## src/rtl/clock_pkg.sv

```systemverilog
// clock_pkg
// Shared definitions for the clock time core and the seven-segment display
// driver that consumes its digits.
//   bcd_t / bcd_pair_t : one BCD digit, and a tens/ones digit pair
//   *_MAX / *_MIN      : legal ranges of the seconds, minutes and hours fields
//   SCAN_*             : refresh_digit encodings used to pick the displayed digit
//   to_bcd_pair        : converts a small integer constant into a BCD pair
//   bcd_pair_inc       : BCD +1 on a pair; the caller handles the field wrap
package clock_pkg;

  typedef logic [3:0] bcd_t;

  typedef struct packed {
    bcd_t tens;
    bcd_t ones;
  } bcd_pair_t;

  localparam bcd_t SEC_TENS_MAX = 4'd5;
  localparam bcd_t MIN_TENS_MAX = 4'd5;
  localparam int   HR24_MAX     = 23;
  localparam int   HR12_MIN     = 1;
  localparam int   HR12_MAX     = 12;

  localparam logic [1:0] SCAN_MIN_1S  = 2'd0;
  localparam logic [1:0] SCAN_MIN_10S = 2'd1;
  localparam logic [1:0] SCAN_HR_1S   = 2'd2;
  localparam logic [1:0] SCAN_HR_10S  = 2'd3;

  function automatic bcd_pair_t to_bcd_pair(input int value);
    bcd_pair_t r;
    r.tens = bcd_t'(value / 10);
    r.ones = bcd_t'(value % 10);
    return r;
  endfunction

  // The tens digit only moves when the ones digit rolls 9 -> 0.
  function automatic bcd_pair_t bcd_pair_inc(input bcd_pair_t v);
    bcd_pair_t r;
    r = v;
    if (v.ones == 4'd9) begin
      r.ones = 4'd0;
      r.tens = v.tens + 4'd1;
    end else begin
      r.ones = v.ones + 4'd1;
    end
    return r;
  endfunction

endpackage

```

## src/rtl/button_debounce.sv

```systemverilog
// button_debounce
// Turns a raw, bouncing, asynchronous push button into a single-cycle press
// pulse: 2-FF synchroniser, stable-level filter, rising-edge detector.
// Parameter:
//   DEBOUNCE_CYCLES : consecutive equal samples needed to accept a new level
// Ports:
//   clk     : rising-edge clock
//   reset_n : synchronous active-low reset, returns the filter to "released"
//   btn     : raw active-high button input
//   press   : registered one-cycle pulse on each accepted press
module button_debounce
  import clock_pkg::*;
#(
  parameter int DEBOUNCE_CYCLES = 1_000_000
) (
  input  logic clk,
  input  logic reset_n,
  input  logic btn,
  output logic press
);

  localparam int CNT_W = (DEBOUNCE_CYCLES > 1) ? $clog2(DEBOUNCE_CYCLES) : 1;
  localparam logic [CNT_W-1:0] CNT_LAST = CNT_W'(DEBOUNCE_CYCLES - 1);

  logic             sync_a;
  logic             sync_b;
  logic             level;
  logic             level_d;
  logic [CNT_W-1:0] cnt;
  logic             press_q;

  // cnt counts consecutive synchronised samples that disagree with the
  // accepted level; any agreeing sample restarts the count, so a bouncing
  // contact never gets through. The edge detector runs one stage behind the
  // accepted level so the pulse is registered.
  always_ff @(posedge clk) begin
    if (!reset_n) begin
      sync_a  <= 1'b0;
      sync_b  <= 1'b0;
      level   <= 1'b0;
      level_d <= 1'b0;
      cnt     <= '0;
      press_q <= 1'b0;
    end else begin
      sync_a  <= btn;
      sync_b  <= sync_a;
      level_d <= level;
      press_q <= level & ~level_d;
      if (sync_b == level) begin
        cnt <= '0;
      end else if (cnt == CNT_LAST) begin
        level <= sync_b;
        cnt   <= '0;
      end else begin
        cnt <= cnt + CNT_W'(1);
      end
    end
  end

  assign press = press_q;

endmodule

```

## src/rtl/clock_time_core.sv

```systemverilog
// clock_time_core
// Time-keeping source for the digital clock: divides clk down to a 1 Hz
// advance, keeps hh:mm:ss as BCD digits, applies debounced hour/minute set
// buttons and produces the display scan select.
// Build option: define CLOCK_12H_MODE_EN for a 01..12 hour display with a PM
// flag; otherwise hours run 00..23 and pm is constant 0.
// Parameters: CLK_HZ (prescaler period), DEBOUNCE_CYCLES, REFRESH_BITS.
// Ports:
//   clk, reset_n          : rising-edge clock, synchronous active-low reset
//   run_en                : 1 lets the prescaler count, 0 freezes it
//   btn_hr, btn_min       : raw active-high set buttons
//   sec_*, min_*, hr_*    : BCD time digits (registered)
//   pm                    : PM flag (12 h build only)
//   tick_1hz              : one-cycle pulse in the first cycle of a new second
//   refresh_digit         : top two bits of the free-running refresh counter
module clock_time_core
  import clock_pkg::*;
#(
  parameter int CLK_HZ          = 100_000_000,
  parameter int DEBOUNCE_CYCLES = 1_000_000,
  parameter int REFRESH_BITS    = 20
) (
  input  logic       clk,
  input  logic       reset_n,
  input  logic       run_en,
  input  logic       btn_hr,
  input  logic       btn_min,
  output logic [3:0] sec_1s,
  output logic [3:0] sec_10s,
  output logic [3:0] min_1s,
  output logic [3:0] min_10s,
  output logic [3:0] hr_1s,
  output logic [3:0] hr_10s,
  output logic       pm,
  output logic       tick_1hz,
  output logic [1:0] refresh_digit
);

  localparam int PRESC_W = (CLK_HZ > 1) ? $clog2(CLK_HZ) : 1;
  localparam logic [PRESC_W-1:0] PRESC_LAST = PRESC_W'(CLK_HZ - 1);
  localparam bcd_pair_t SEC_MAX_BCD = {SEC_TENS_MAX, 4'd9};
  localparam bcd_pair_t MIN_MAX_BCD = {MIN_TENS_MAX, 4'd9};

`ifdef CLOCK_12H_MODE_EN
  localparam bcd_pair_t HR_RESET    = to_bcd_pair(HR12_MAX);
  localparam bcd_pair_t HR_TOP_BCD  = to_bcd_pair(HR12_MAX);
  localparam bcd_pair_t HR_LOW_BCD  = to_bcd_pair(HR12_MIN);
  localparam bcd_pair_t HR_NOON_PRE = to_bcd_pair(HR12_MAX - 1);
`else
  localparam bcd_pair_t HR_RESET    = '0;
  localparam bcd_pair_t HR_TOP_BCD  = to_bcd_pair(HR24_MAX);
`endif

  logic [PRESC_W-1:0]      presc;
  logic                    advance;
  logic                    tick_q;
  bcd_pair_t               sec_q;
  bcd_pair_t               min_q;
  bcd_pair_t               hr_q;
  logic                    pm_q;
  logic [REFRESH_BITS-1:0] refresh_cnt;
  logic                    press_hr;
  logic                    press_min;
  logic                    sec_wrap;
  logic                    min_wrap;
  bcd_pair_t               sec_next;
  bcd_pair_t               min_next;
  bcd_pair_t               hr_next;
  logic                    pm_next;

  button_debounce #(.DEBOUNCE_CYCLES(DEBOUNCE_CYCLES)) u_deb_hr (
    .clk     (clk),
    .reset_n (reset_n),
    .btn     (btn_hr),
    .press   (press_hr)
  );

  button_debounce #(.DEBOUNCE_CYCLES(DEBOUNCE_CYCLES)) u_deb_min (
    .clk     (clk),
    .reset_n (reset_n),
    .btn     (btn_min),
    .press   (press_min)
  );

  // Seconds and minutes share the same 00..59 wrap; both the carry path and
  // the minute button use min_next.
  always_comb begin
    sec_wrap = (sec_q == SEC_MAX_BCD);
    min_wrap = (min_q == MIN_MAX_BCD);
    sec_next = sec_wrap ? bcd_pair_t'('0) : bcd_pair_inc(sec_q);
    min_next = min_wrap ? bcd_pair_t'('0) : bcd_pair_inc(min_q);
  end

`ifdef CLOCK_12H_MODE_EN
  // 12 wraps to 01 without touching pm; pm flips only on 11 -> 12.
  always_comb begin
    hr_next = bcd_pair_inc(hr_q);
    pm_next = pm_q;
    if (hr_q == HR_TOP_BCD) begin
      hr_next = HR_LOW_BCD;
    end else if (hr_q == HR_NOON_PRE) begin
      pm_next = ~pm_q;
    end
  end
`else
  always_comb begin
    hr_next = (hr_q == HR_TOP_BCD) ? bcd_pair_t'('0) : bcd_pair_inc(hr_q);
    pm_next = 1'b0;
  end
`endif

  // The prescaler wrap is registered into 'advance' and applied one edge
  // later, so the digits and tick_1hz change together. A press pulse wins
  // over a pending advance (that second is dropped). The minute button also
  // restarts the prescaler and cancels an advance raised in the same edge,
  // so the new minute always starts a full second from :00.
  always_ff @(posedge clk) begin
    if (!reset_n) begin
      presc       <= '0;
      advance     <= 1'b0;
      tick_q      <= 1'b0;
      sec_q       <= '0;
      min_q       <= '0;
      hr_q        <= HR_RESET;
      pm_q        <= 1'b0;
      refresh_cnt <= '0;
    end else begin
      refresh_cnt <= refresh_cnt + REFRESH_BITS'(1);
      tick_q      <= 1'b0;
      advance     <= 1'b0;
      if (run_en) begin
        if (presc == PRESC_LAST) begin
          presc   <= '0;
          advance <= 1'b1;
        end else begin
          presc <= presc + PRESC_W'(1);
        end
      end
      if (press_min || press_hr) begin
        if (press_min) begin
          min_q   <= min_next;
          sec_q   <= '0;
          presc   <= '0;
          advance <= 1'b0;
        end
        if (press_hr) begin
          hr_q <= hr_next;
          pm_q <= pm_next;
        end
      end else if (advance) begin
        tick_q <= 1'b1;
        sec_q  <= sec_next;
        if (sec_wrap) begin
          min_q <= min_next;
          if (min_wrap) begin
            hr_q <= hr_next;
            pm_q <= pm_next;
          end
        end
      end
    end
  end

  assign sec_1s        = sec_q.ones;
  assign sec_10s       = sec_q.tens;
  assign min_1s        = min_q.ones;
  assign min_10s       = min_q.tens;
  assign hr_1s         = hr_q.ones;
  assign hr_10s        = hr_q.tens;
  assign pm            = pm_q;
  assign tick_1hz      = tick_q;
  assign refresh_digit = refresh_cnt[REFRESH_BITS-1 -: 2];

endmodule

```

## config.mk

```make
export PLATFORM = sky130hd
export DESIGN_NAME = clock_time_core
export DESIGN_NICKNAME = d
export VERILOG_FILES = /design/src/rtl/clock_pkg.sv /design/src/rtl/button_debounce.sv /design/src/rtl/clock_time_core.sv
export SDC_FILE = /design/constraint.sdc
export NUM_CORES = 1
export LEC_CHECK = 0
export ABC_AREA = 1
export CORE_MARGIN = 3
export CORE_UTILIZATION = 45
export CTS_CLUSTER_DIAMETER = 40
export DETAILED_ROUTE_END_ITERATION = 10
export PLACE_DENSITY_LB_ADDON = 0.3
export RECOVER_POWER = 25
export SLEW_MARGIN = 20
export SYNTH_ARGS = -nofsm -noshare
export SYNTH_HDL_FRONTEND = slang
export SYNTH_HIERARCHICAL = 1
export SYNTH_SLANG_ARGS = --single-unit
```

## constraint.sdc

```tcl
create_clock -name clk -period 1.95 [get_ports clk]
set_input_delay 0.585 -clock clk [delete_from_list [all_inputs] [get_ports clk]]
set_output_delay 0.585 -clock clk [all_outputs]
set_load 0.02 [all_outputs]
```

==> out/metrics.yaml, run 1 <==
std_cell_rows: 43
clock_pin_slew_on_the_worst_setup_and_hold_paths_ns: 0.06
postSynthCellCount: 926
clock_sinks: 123
postLayoutSetupSlackWorst_ns: 0.1117
worstSetupStartpointType: "flip-flop"
synth.yosys.seq_area_share_pct: 37.20
clk-insertion-delay-late_ns: 0.42
status: "finished, final reports clean"
routed_wire_length_per_instance_um: 11.53
critical-path-max-stage-delay_ns: 0.46
max_clk_rate_ghz: 0.5440
crit-reg2reg-launch: "sec_1s[0]"
fin_hold_ws_ns: 0.3803
syn_avg_cell_area_um2: 7.148
tcrit_tclk_final_pct: 94.27
port-buffer-count: 31
place_inst: 1150
num-fill-cells: 1379
multiInputGateArea_um2: 3602
hold_viol_final: 0
coreArea_um2: 14150
via_count_of_the_routed_design: 5747
first_iter_violations: 351
global_route.usage.total_pct: 17.83
final_common_cell: "nand2_1"
root_buffer: "clkbuf_16"
critical_path.reg2reg.endpoint: "min_10s[3]"
ioPinCount: 33
final_util_pct: 54.75
number_of_distinct_library_cell_variants_in_the_gate_level_netlist_after_synthesis: 44
hold_end: "u_deb_hr/press"
worstPathCellList: "dlygate4sd2_1"
chipWidth_um: 127.3
finalWorstPathRequiredPeriod_ns: 1.838
drc: 0
syn_area_um2: 6619
critical_path.endpoint_type: "primary output"
cts_buffers: 17
diode_count: 0
critical_path.max_fanout: 5
start_util_pct: 46.78
pin_count_of_the_biggest_net_entering_global_routing: 21
yosys.area.top_type_share_pct: 37.20
postSynthNetCount: 947
timing_max_transition_violations_final: 0
critical-path-slowest-cell: "dfxtp_1"
setup_repair_after_global_routing_missed_its_margin: "no"
cp_data_required_time_ns: 1.36
min-delay-start: "u_deb_hr/level_d"
die-area_um2: 16200
cp_data_arrival_time_ns: 1.25
yosys.area.top_type: "dfxtp_1"
cell_types_occupying_the_most_area_after_synthesis: "dfxtp_1 37%, nand2_1 11%, nor2_1 8.6%"
layout.cells.non_filler: 1182
grt_first_pass_wirelength_um: 24010
hold_path_class: "flip-flop to flip-flop"
r2r_worst_path_depth: 9
power_density_nw_per_um2: 733.2
hold_buffers: 0
sequential_cell_area_um2: 2462
drt_first_pass_iters: 5
setup-violations-final: 0
hold_path_depth: 1
final.setup_skew_ns: 0.006688
leakage_nw: 3.014
antenna_found_initial: 0
area_delta_synth_final_pct: 17.05
ys_ff_latch: 123
detail-route-antenna-nets: 0
dp_slack_ns: -0.2012
clock_tree_from_tritoncts: "built"
detail_route.vias_per_cell: 4.862
cts.path.max_buffers: 2
number_of_h_tree_levels: 4
number_of_global_route_vias_before_repair: 5383
nets: 1010
layout-drive-gt1-share_pct: 14.37
maxCapViolCount: 0
critical_path_class: "flip-flop to primary output"
worst-r2r-setup-slack_ns: 0.27
dp_hpwl_um: 9963
wirelength_um: 13630
gr-total-overflow: 0
worst-path-buf-inv: 1
critical_path.top_delay_family: "flip-flops"
final_cell_mix: "195 x nand2_1, 155 x nor2_1, 123 x dfxtp_1, 106 x inv_1, 52 x nand3_1"
yosys_warnings: 6
place.gp.congestion: 0.9379
floorplan.die.height_um: 127.3
peakVddDrop_v: 0.0006063
[power breakdown]
group	total [mW]	internal (mW)	switching [mW]	leakage (nW)
sequential	2.54	2.53	0.0112	0.992
clock	3.02	1.88	1.14	0.270
combinational	0.125	0.0486	0.0762	1.75
total	5.68	4.46	1.22	3.01
[Yosys cell counts (all sizes together)]
library cell and count:
nand4 23, a21oi 51, o21a 2, o21ai 20, nor3 37, a211oi 3
conb 1, nor3b 2, and3b 1, nor2 197, nand3 61, dfxtp 123
and2 2, nand3b 6, buf 12, or2 3, a2111oi 1, nand2 211
inv 113, clkbuf 1, a31oi 1, xnor2 14, xor2 21, ha 16
o21bai 4
[state kept, by name (all words and copies together) (netlist names), 4 cells and up]
register	count
sec_1s	4
hr_10s	4
u_deb_hr/cnt	20
u_deb_min/cnt	20
refresh_cnt	20
presc	27
sec_10s	4
min_1s	4
hr_1s	4
min_10s	4
[cell families (layout without fill, tap and decap cells)]
family / Yosys count / count (layout) / share of synthesized area (%)
flip-flops: 123 / 123 / 37.20
adder cells (fa/ha/maj): 16 / 16 / 3.025
other: 1 / 1 / 0.05666
AND/OR/NAND/NOR: 543 / 543 / 39.77
AO/OA/AOI/OAI: 82 / 82 / 7.127
buffers and inverters: 126 / 202 / 8.185
XOR/XNOR: 35 / 35 / 4.631
[cell type report]
cell class                 count  share of cell area, %
clock buffer                  22                  6.250
timing repair buffer          57                  5.911
tap                          180                  2.907
multi-input combinational    677                  46.50
clock inverter                10                  1.179
inverter                     113                  5.475
sequential                   123                  31.78
[metrics by stage]
step	power (mW)	setup TNS, ns	cell area (um^2)
final	5.680	0	7747
after global routing	5.863	0	7747
after CTS	5.749	0	7789
after detailed placement	2.724	-5.414	7244
after global placement	2.724	-4.853	7244
after floorplan	2.675	0	6619
[metal layers]
metal  vias to the layer above  track usage [%]  part of all wire, %
li1                       3077                -                    -
met1                      2553            23.86                   51
met2                        98            27.31                   43
met3                        19            4.724                  4.6
met4                         0            7.319                  1.5
met5                         -                0                    0
[what timing repair did]
| item | CTS | global route |
|---|---|---|
| setup buffers | 0 | 0 |
| setup endpoints to repair | 25 | 2 |
| resized for setup | 25 | 2 |
[worst max path at each step]
| stage | from | endpoint | slack, ns | depth (start not counted) |
|---|---|---|---|---|
| after global placement | run_en | presc[23] | -0.18 | 9 |
| after floorplan | min_1s[0] | hr_10s[0] | 0.34 | 8 |
| final | sec_1s[2] | sec_1s[2] | 0.11 | 1 |
| after detailed placement | run_en | presc[23] | -0.20 | 10 |
| after global routing | reset_n | presc[4] | 0.03 | 4 |
| after CTS | sec_10s[3] | sec_10s[3] | 0.007 | 1 |
Power figures use the tool's default switching activity.
==> inputs of run 2 (changes only) <==
--- a/config.mk
+++ b/config.mk
@@ -10,6 +10,7 @@
 export CORE_UTILIZATION = 45
 export CTS_CLUSTER_DIAMETER = 40
 export DETAILED_ROUTE_END_ITERATION = 10
+export GPL_TIMING_DRIVEN = 0
 export PLACE_DENSITY_LB_ADDON = 0.3
 export RECOVER_POWER = 25
 export SLEW_MARGIN = 20
==> run 2 against run 1 <==
  * First-iteration DRC count is 4.8% lower
  * Critical endpoint unchanged
  * Clock skew is 0.0067 ns higher
  * Non-clock buffer count is 13 lower
  * Design area is 0.24% lower
  * Die area stayed put
  * Sequential share of layout area is 0.077 points higher
  * Maximum frequency is 0.43% higher
  * Utilization is 0.13 points lower
  * Power is 6.4% higher
  * Critical path depth stayed put
  * Clock power is 12% higher
==> out/metrics.yaml, run 2 (same netlist as run 1, synthesis figures left out) <==
status: "finished, final reports clean"
pin_count_of_the_biggest_net_entering_global_routing: 17  # -19%
num-fill-cells: 1374  # -0.36%
global_route.usage.total_pct: 17.69  # -0.13 points
std_cell_rows: 43  # unchanged
chipWidth_um: 127.3  # unchanged
regMostFlops: "presc"
worst-path-buf-inv: 1  # unchanged
hold_path_depth: 1  # unchanged
tcrit_tclk_final_pct: 93.87  # -0.40 points
switchingPower_mw: 1.207  # -1.4%
fin_hold_ws_ns: 0.3788  # -0.001574 ns
clk-insertion-delay-late_ns: 0.42  # about the same
critical-path-slowest-cell: "dfxtp_1"
busiest_layer: "met2"
critical-path-max-stage-delay_ns: 0.46  # about the same
internal_cell_power_mw: 4.835  # +8.5%
via_count_of_the_routed_design: 5662  # -1.5%
sequential_cell_area_um2: 2462  # unchanged
leakage_nw: 3.003  # -0.36%
final.setup_skew_ns: 0.01343  # +0.006741 ns
hold_buffers: 0  # unchanged
clock_pin_slew_on_the_worst_setup_and_hold_paths_ns: 0.05  # about the same
max_clk_rate_ghz: 0.5463  # +0.43%
hold_path_class: "flip-flop to flip-flop"
fraction_of_power_spent_switching_nets_pct: 19.97  # -1.6 points
gr-total-overflow: 0  # unchanged
multiInputGateArea_um2: 3593  # -0.24%
cp_data_required_time_ns: 1.36  # about the same
reg_power_share_pct: 42.1  # -2.6 points
final_cell_mix: "197 x nand2_1, 153 x nor2_1, 123 x dfxtp_1, 105 x inv_1, 54 x nand3_1"
globalRouteMet1Util_pct: 23.62  # -0.24 points
number_of_global_route_vias_before_repair: 5309  # -1.4%
start_util_pct: 46.78  # unchanged
port-buffer-count: 31  # unchanged
root_buffer: "clkbuf_16"
layout-drive-gt1-share_pct: 13.45  # -0.92 points
routed_wire_length_per_instance_um: 11.41  # -1.1%
largest_register_ff_count: 27  # unchanged
power_density_nw_per_um2: 781.7  # +6.6%
r2r_worst_path_depth: 7  # -2
setup-violations-final: 0  # unchanged
place.gp.congestion: 0.8537  # -9.0%
clock_tree_from_tritoncts: "built"
hold_viol_final: 0  # unchanged
diode_count: 0  # unchanged
first_iter_violations: 334  # -4.8%
detail_route.vias_per_cell: 4.843  # -0.38%
drc: 0  # unchanged
floorplan.die.height_um: 127.3  # unchanged
critical_path_class: "flip-flop to primary output"
critical_path.top_delay_family: "flip-flops"
timing_max_transition_violations_final: 0  # unchanged
worstPathCellList: "dlygate4sd2_1"
grtUsageMet2_pct: 27.75  # +0.43 points
slew-limit-headroom_pct: 64.27
detail-route-antenna-nets: 0  # unchanged
worstSetupStartpointType: "flip-flop"
final_util_pct: 54.62  # -0.13 points
cts_buffers: 17  # unchanged
critical_path.endpoint_type: "primary output"
nets: 997  # -1.3%
gr-usage-met3_pct: 4.599  # -0.13 points
antenna_found_initial: 0  # unchanged
critical_path.max_fanout: 5  # unchanged
cp_data_arrival_time_ns: 1.25  # about the same
die-area_um2: 16200  # unchanged
finalWorstPathRequiredPeriod_ns: 1.830  # -0.007882 ns
wirelength_um: 13330  # -2.2%
path_depth: 1  # unchanged
area_delta_synth_final_pct: 16.77
number_of_h_tree_levels: 4  # unchanged
peakVddDrop_v: 0.0006062  # about the same
combPwrFrac_pct: 1.9  # -0.3 points
coreArea_um2: 14150  # unchanged
maxCapViolCount: 0  # unchanged
clock_sinks: 123  # unchanged
ioPinCount: 33  # unchanged
power.clock.fraction_pct: 56.0  # +2.9 points
grt_first_pass_wirelength_um: 23690  # -1.4%
drt_first_pass_iters: 5  # unchanged
final_common_cell: "nand2_1"
cts.path.max_buffers: 2  # unchanged
max_slew.worst_pin.slew_ns: 0.5359
dp_hpwl_um: 9839  # -1.2%
[run 2: path summary, 6_finish.rpt]
check | end | slack [ns] | startpoint
setup reg to reg | u_deb_min/cnt[15] | 0.14 | u_deb_min/cnt[0]
hold reg to reg | u_deb_hr/press | 0.38 | u_deb_hr/level_d
hold / removal | u_deb_hr/press | 0.38 | u_deb_hr/level_d
setup / recovery | sec_1s[2] | 0.12 | sec_1s[2]
[run 2: through the flow]
| stage | setup WS [ns] | instances | TNS (ns) | cell area [um^2] | power (mW) |
|---|---|---|---|---|---|
| after floorplan | 0.3420 | 926 | 0 | 6619 | 2.675 |
| after detailed placement | -0.5132 | 1137 | -23.93 | 7154 | 2.712 |
| after CTS | 0.005694 | 1169 | 0 | 7766 | 6.120 |
| after global routing | -0.006791 | 1169 | -0.009700 | 7729 | 6.251 |
| final | 0.1196 | 1169 | 0 | 7729 | 6.042 |
| after global placement | -0.5063 | 1137 | -22.80 | 7154 | 2.711 |
[run 2: repair_timing]
item | in CTS | in global routing
gates resized for setup | 26 | 4
endpoints found under the setup margin | 34 | 7
setup buffers | 0 | 0
[run 2: metal layers]
metal,wire [um],vias to the layer above
li1,-,3056
met1,6777,2512
met2,5846,78
met3,510,16
met4,199,0
met5,0,-
[run 2: final cells by class]
cell class,count,share of cell area [%]
inverters,113,5.488
multi-input cells,677,46.50
plain buffers,13,1.473
repair buffers,31,3.432
well taps,180,2.914
clock inverters,11,2.121
flip-flops and latches,123,31.86
clock buffers,21,6.217
[run 2: power groups by stage]
stage	Combinational [mW]	Sequential (mW)	Clock (mW)
detailed placement	0.117	2.60	0
CTS	0.117	2.54	3.46
global route	0.130	2.54	3.58
floorplan	0.0822	2.59	0
global placement	0.116	2.60	0
finish	0.115	2.54	3.38
